$ cat config.mk
export PLATFORM = sky130hd
export DESIGN_NAME = uvmt_cv32e40x_pma_obi_tracker
export DESIGN_NICKNAME = d
export VERILOG_FILES = /design/src/rtl/uvmt_cv32e40x_pma_obi_tracker.sv
export SDC_FILE = /design/constraint.sdc
export NUM_CORES = 1
export LEC_CHECK = 0
export ABC_AREA = 0
export CAP_MARGIN = 20
export CELL_PAD_IN_SITES_DETAIL_PLACEMENT = 0
export CELL_PAD_IN_SITES_GLOBAL_PLACEMENT = 1
export CORE_UTILIZATION = 44
export DETAILED_ROUTE_END_ITERATION = 8
export PLACE_DENSITY = 0.87
export SYNTH_ARGS = -nofsm -noshare
export SYNTH_HDL_FRONTEND = slang
export SYNTH_SLANG_ARGS = --single-unit
$ cat constraint.sdc
create_clock -name clk -period 5.2 [get_ports clk]
set_input_delay 1.04 -clock clk [delete_from_list [all_inputs] [get_ports clk]]
set_output_delay 1.04 -clock clk [all_outputs]
set_load 0.02 [all_outputs]
$ cat src/rtl/uvmt_cv32e40x_pma_obi_tracker.sv
// OBI-side PMA tracker: queues the PMA status of each granted transfer and replays it at rvalid.
// Flags bus-visible PMA violations and OBI protocol errors (unstable request, FIFO over/underflow).

package uvmt_cv32e40x_pma_obi_tracker_pkg;

    typedef struct packed {
        logic allow;
        logic main;
        logic bufferable;
        logic cacheable;
        logic atomic;
    } pma_status_t;

endpackage

module uvmt_cv32e40x_pma_obi_tracker
    import uvmt_cv32e40x_pma_obi_tracker_pkg::*;
#(
    parameter int unsigned IS_INSTR_SIDE   = 0,
    parameter int unsigned MAX_OUTSTANDING = 2
) (
    input  logic        clk,
    input  logic        rst,
    input  logic        obi_req_i,
    input  logic        obi_gnt_i,
    input  logic [31:0] obi_addr_i,
    input  logic        obi_we_i,
    input  logic [1:0]  obi_memtype_i,
    input  logic        obi_rvalid_i,
    input  pma_status_t pma_status_i,
    output logic        resp_valid_o,
    output pma_status_t resp_status_o,
    output logic [3:0]  outstanding_o,
    output logic        err_disallowed_o,
    output logic        err_memtype_o,
    output logic        err_unstable_o,
    output logic        err_overflow_o,
    output logic        err_underflow_o,
    output logic        err_sticky_o
);

    localparam int unsigned PW      = (MAX_OUTSTANDING > 1) ? $clog2(MAX_OUTSTANDING) : 1;
    localparam logic [3:0]  MAX_CNT = 4'(MAX_OUTSTANDING);
    localparam logic [PW-1:0] LAST_PTR = PW'(MAX_OUTSTANDING - 1);

    function automatic logic [PW-1:0] ptr_inc(input logic [PW-1:0] p);
        return (p == LAST_PTR) ? '0 : p + 1'b1;
    endfunction

    // In-order status queue
    pma_status_t   fifo_q [MAX_OUTSTANDING];
    logic [PW-1:0] wr_ptr_q, wr_ptr_d;
    logic [PW-1:0] rd_ptr_q, rd_ptr_d;
    logic [3:0]    count_q, count_d;

    // Address-phase capture while the request is stalled
    logic          stall_q, stall_d;
    logic [31:0]   cap_addr_q, cap_addr_d;
    logic          cap_we_q, cap_we_d;
    logic [1:0]    cap_memtype_q, cap_memtype_d;

    logic          sticky_q, sticky_d;

    logic          accept;
    logic          retire;
    logic          full;
    logic          push;
    logic          pop;
    logic          exp_bufferable;
    logic [1:0]    exp_memtype;
    logic          any_err;

    assign accept = obi_req_i && obi_gnt_i;
    assign retire = obi_rvalid_i && (count_q != 4'd0);
    assign full   = (count_q == MAX_CNT);
    // A retire in the same cycle frees the head slot, so a full queue can still take a push.
    assign push   = accept && (!full || retire);
    assign pop    = retire;

    assign resp_valid_o  = retire;
    assign resp_status_o = retire ? fifo_q[rd_ptr_q] : '0;
    assign outstanding_o = count_q;

    // Non-writes never see bufferable on the bus, so the expected bit is forced low.
    assign exp_bufferable = ((IS_INSTR_SIDE != 0) || !obi_we_i) ? 1'b0 : pma_status_i.bufferable;
    assign exp_memtype    = {pma_status_i.cacheable, exp_bufferable};

    assign err_disallowed_o = accept && !pma_status_i.allow;
    assign err_memtype_o    = accept && (obi_memtype_i != exp_memtype);
    assign err_overflow_o   = accept && full && !retire;
    assign err_underflow_o  = obi_rvalid_i && (count_q == 4'd0);
    assign err_unstable_o   = stall_q && (!obi_req_i
                                          || (obi_addr_i    != cap_addr_q)
                                          || (obi_we_i      != cap_we_q)
                                          || (obi_memtype_i != cap_memtype_q));

    assign any_err = err_disallowed_o || err_memtype_o || err_unstable_o
                  || err_overflow_o || err_underflow_o;

    assign err_sticky_o = sticky_q;

    always_comb begin
        wr_ptr_d = push ? ptr_inc(wr_ptr_q) : wr_ptr_q;
        rd_ptr_d = pop  ? ptr_inc(rd_ptr_q) : rd_ptr_q;
        count_d  = count_q;
        case ({push, pop})
            2'b10:   count_d = count_q + 4'd1;
            2'b01:   count_d = count_q - 4'd1;
            default: count_d = count_q;
        endcase
    end

    always_comb begin
        stall_d       = 1'b0;
        cap_addr_d    = cap_addr_q;
        cap_we_d      = cap_we_q;
        cap_memtype_d = cap_memtype_q;
        // A violation disarms the check; the next stalled request re-arms it.
        if (!err_unstable_o && obi_req_i && !obi_gnt_i) begin
            stall_d       = 1'b1;
            cap_addr_d    = obi_addr_i;
            cap_we_d      = obi_we_i;
            cap_memtype_d = obi_memtype_i;
        end
    end

    assign sticky_d = sticky_q || any_err;

    always_ff @(posedge clk or posedge rst) begin
        if (rst) begin
            for (int i = 0; i < int'(MAX_OUTSTANDING); i++) begin
                fifo_q[i] <= '0;
            end
        end else if (push) begin
            fifo_q[wr_ptr_q] <= pma_status_i;
        end
    end

    always_ff @(posedge clk or posedge rst) begin
        if (rst) begin
            wr_ptr_q      <= '0;
            rd_ptr_q      <= '0;
            count_q       <= '0;
            stall_q       <= 1'b0;
            cap_addr_q    <= '0;
            cap_we_q      <= 1'b0;
            cap_memtype_q <= '0;
            sticky_q      <= 1'b0;
        end else begin
            wr_ptr_q      <= wr_ptr_d;
            rd_ptr_q      <= rd_ptr_d;
            count_q       <= count_d;
            stall_q       <= stall_d;
            cap_addr_q    <= cap_addr_d;
            cap_we_q      <= cap_we_d;
            cap_memtype_q <= cap_memtype_d;
            sticky_q      <= sticky_d;
        end
    end

endmodule

==> results.json <==
{
  "clockBufferDepth": 2,
  "maxCapViolCount": 0,
  "fin_crit_sh_pct": 83.9,
  "status": "finished, final reports clean",
  "ir_drop_v": 0.000160,
  "final_util_pct": 55.5,
  "clkPwrFrac_pct": 21.7,
  "grt_use_total_pct": 22.4,
  "vias": 3565,
  "dr.pass1.iters": 5,
  "synthAdderAreaFrac_pct": 1.16,
  "syn_area_mm2": 0.00388,
  "layout.nets": 528,
  "cp.arrival_ns": 3.32,
  "crit_fanout": 4,
  "clock-root-buffer": "clkbuf_8",
  "ys_seq_elements": 53,
  "grt_pass1_vias": 3252,
  "rsz0062_at_grt": "false",
  "worst_skew_pair.late_latency_ns": 0.31,
  "power_leakage_uw": 0.00167,
  "drc": 0,
  "gp_congestion": 0.739,
  "yosysMostFrequentCell": "dfrtp_1",
  "tritoncts": "yes",
  "hold_violations": 0,
  "grt_max_degree": 72,
  "synth_top_family_by_area": "simple AND/OR/NAND/NOR gates",
  "skew_ns": 0.00911,
  "die_x_um": 95.9,
  "switching_share_pct": 33.5,
  "synthSimpleGateAreaFrac_pct": 31.8,
  "path_common_cell": "clkdlybuf4s50_1",
  "path_buf_inv": 2,
  "ys_top_cells_by_count": "53 x dfrtp_1, 40 x nand2_1, 37 x xor2_1",
  "cts-resized-gates": 0,
  "postCtsHoldBufs": 0,
  "finalSetupTns_ns": 0,
  "avgSynthCellArea_um2": 8.62,
  "total_power_uw": 1550,
  "ys_seq_area_share_pct": 34.2,
  "ys_top_cells_by_area": "dfrtp_1 34%, xor2_1 8.4%, a221oi_1 7.9%",
  "grt_pass1_wl_mm": 16.1,
  "combPwrFrac_pct": 36.4,
  "post-route-min-period_ns": 4.36,
  "slew_violations": 0,
  "synth_ff_type": "dfrtp_1",
  "num_rows": 33,
  "overflow": 0,
  "start_kind": "primary input",
  "whs_ns": 0.495,
  "crit_required_ns": 4.16,
  "synth_cell_type_count": 32,
  "syn_inst": 450,
  "cp_slowest_cell": "clkdlybuf4s50_1",
  "htreeDepth": 2,
  "area_growth_pct": 20.0,
  "fillers": 783,
  "crit_chain": "clkdlybuf4s50_1 > xor2_1 > nor4_1 > nand4_1 > o31a_1 > clkdlybuf4s50_1",
  "critPathKind": "primary input to output port",
  "ys_async_sr_fraction_pct": 100,
  "ios": 61,
  "synth_edf_count": 0,
  "first_iter_violations": 303,
  "critical_path.top_delay_family": "buffers and inverters",
  "slew_headroom_pct": 37.9,
  "finalSetupViolCount": 0,
  "powerDensity_mw_per_mm2": 332,
  "avgRoutedWirePerCell_um": 16.9,
  "power_frac_seq_pct": 41.9,
  "cts.clk_slew.worst_paths_ns": 0.10,
  "syn_nets": 498,
  "dp_hpwl_mm": 6.22,
  "post-cts-setup-buffer-count": 0,
  "cts_buffers": 5,
  "max_clock_freq_ghz": 0.229,
  "internal-power_uw": 1030,
  "core_mm2": 0.00838,
  "cts_sinks": 53,
  "synth_compound_area_share_pct": 13.4,
  "worst_pin_slew_ns": 0.930,
  "die_h_um": 95.9,
  "drive_gt1_share_pct": 4.37,
  "synth_xor_area_share_pct": 9.48,
  "antennaDiodeCount": 0,
  "drt_wl_total_mm": 9.91,
  "start_util_pct": 46.3,
  "grt_antenna_before_repair": 0,
  "die_area_mm2": 0.00919,
  "port_buffers": 60,
  "hp-class": "flip-flop to flip-flop",
  "via_per_inst": 6.08,
  "switching_power_uw": 519,
  "muxShareOfSynthArea_pct": 5.00,
  "end_kind": "output port",
  "synth_top_area_share_pct": 34.2,
  "yosys_warnings": 0,
  "ant_nets": 0,
  "post-synth-top-area-cell": "dfrtp_1",
  "crit_path_max_incr_delay_ns": 0.56
}
## power groups by stage
stage / combinational, uW / sequential, uW / clock [uW]
finish: 564 / 648 / 335
global route: 625 / 669 / 358
CTS: 566 / 652 / 341
detailed placement: 563 / 660 / 0
global placement: 548 / 651 / 0
floorplan: 377 / 640 / 0
## layout make-up
| cell class | count | area [um2] | share of cell area, % |
|---|---|---|---|
| flip-flops and latches | 53 | 1330 | 28.5 |
| repair buffers | 66 | 666 | 14.3 |
| inverters | 6 | 22.5 | 0.484 |
| multi-input cells | 348 | 2370 | 51.0 |
| well taps | 105 | 131 | 2.82 |
| clock buffers | 5 | 68.8 | 1.48 |
| clock inverters | 3 | 65.1 | 1.40 |
## cell usage in the layout (no fill, tap or decap), types with 2 or more instances in the layout
cell type	n
and2_1	36
inv_2	3
nand3_1	35
nand2_1	40
xor2_1	37
mux2_1	11
buf_4	5
clkbuf_8	5
nor4_1	9
nor2_1	8
bufinv_16	2
nor3b_1	35
nand4_1	2
mux2i_1	7
clkdlybuf4s50_1	60
or4_1	36
a21oi_1	3
dfrtp_1	52
o21ai_1	9
ha_1	2
xnor2_1	5
inv_1	3
o21ai_0	26
a221oi_1	35
## state kept, by name (all words and copies together) (netlist names)
| name | cells |
|---|---|
| cap_addr_q | 32 |
| cap_memtype_q | 2 |
| cap_we_q | 1 |
| err_sticky_o | 1 |
| fifo_q | 10 |
| outstanding_o | 4 |
| rd_ptr_q | 1 |
| stall_q | 1 |
| wr_ptr_q | 1 |
## through the flow
| step | instances | setup slack, ns | cell area (um2) |
|---|---|---|---|
| global placement | 577 | 0.843 | 4490 |
| finish | 586 | 0.836 | 4650 |
| floorplan | 450 | 2.09 | 3880 |
| detailed placement | 577 | 0.801 | 4490 |
| CTS | 585 | 0.796 | 4630 |
| global route | 586 | 0.729 | 4650 |
## worst reg2reg max path, stage by stage (launching register included)
cell and delay, ns:
dfrtp_1 0.46, nor4_1 0.36, nand2b_1 0.42, inv_2 0.07, nand2_1 0.15, inv_2 0.07, ha_1 0.27, a21o_1 0.18
a21oi_1 0.17, mux2i_1 0.23, xor2_1 0.15
## cell families (layout without fill, tap and decap cells)
kind of cell | count (synthesis) | in the layout
xor gates and xnor gates | 42 | 42
DFF | 53 | 53
buffers and inverters | 49 | 80
muxes | 18 | 18
AOI/OAI and AO/OA | 76 | 76
adders and majority gates | 3 | 3
and+or+nand+nor | 209 | 209
## worst paths after layout
check	startpoint	end	slack (ns)	cells past startpoint
worst min-delay path	fifo_q[5]$_DFFE_PP0P_	fifo_q[5]$_DFFE_PP0P_	0.50	1
worst min register to register	fifo_q[5]$_DFFE_PP0P_	fifo_q[5]$_DFFE_PP0P_	0.50	1
max in group asynchronous	rst	cap_addr_q[18]$_DFFE_PP0P_	3.31	3
worst max register to register	outstanding_o[0]$_DFFE_PP0P_	outstanding_o[3]$_DFFE_PP0P_	2.62	10
worst max-delay path	obi_memtype_i[0]	err_unstable_o	0.84	6
min in group asynchronous	rst	outstanding_o[0]$_DFFE_PP0P_	1.10	2
## routing by layer
| layer | up-vias | global-route usage, % | wire length (um) |
|---|---|---|---|
| li1 | 1719 | - | - |
| met3 | 7 | 2.69 | 504 |
| met5 | - | 0 | 0 |
| met2 | 103 | 37.3 | 4750 |
| met4 | 0 | 3.73 | 59 |
| met1 | 1736 | 31.8 | 4590 |
No activity file was read; power rests on OpenSTA's default activity.
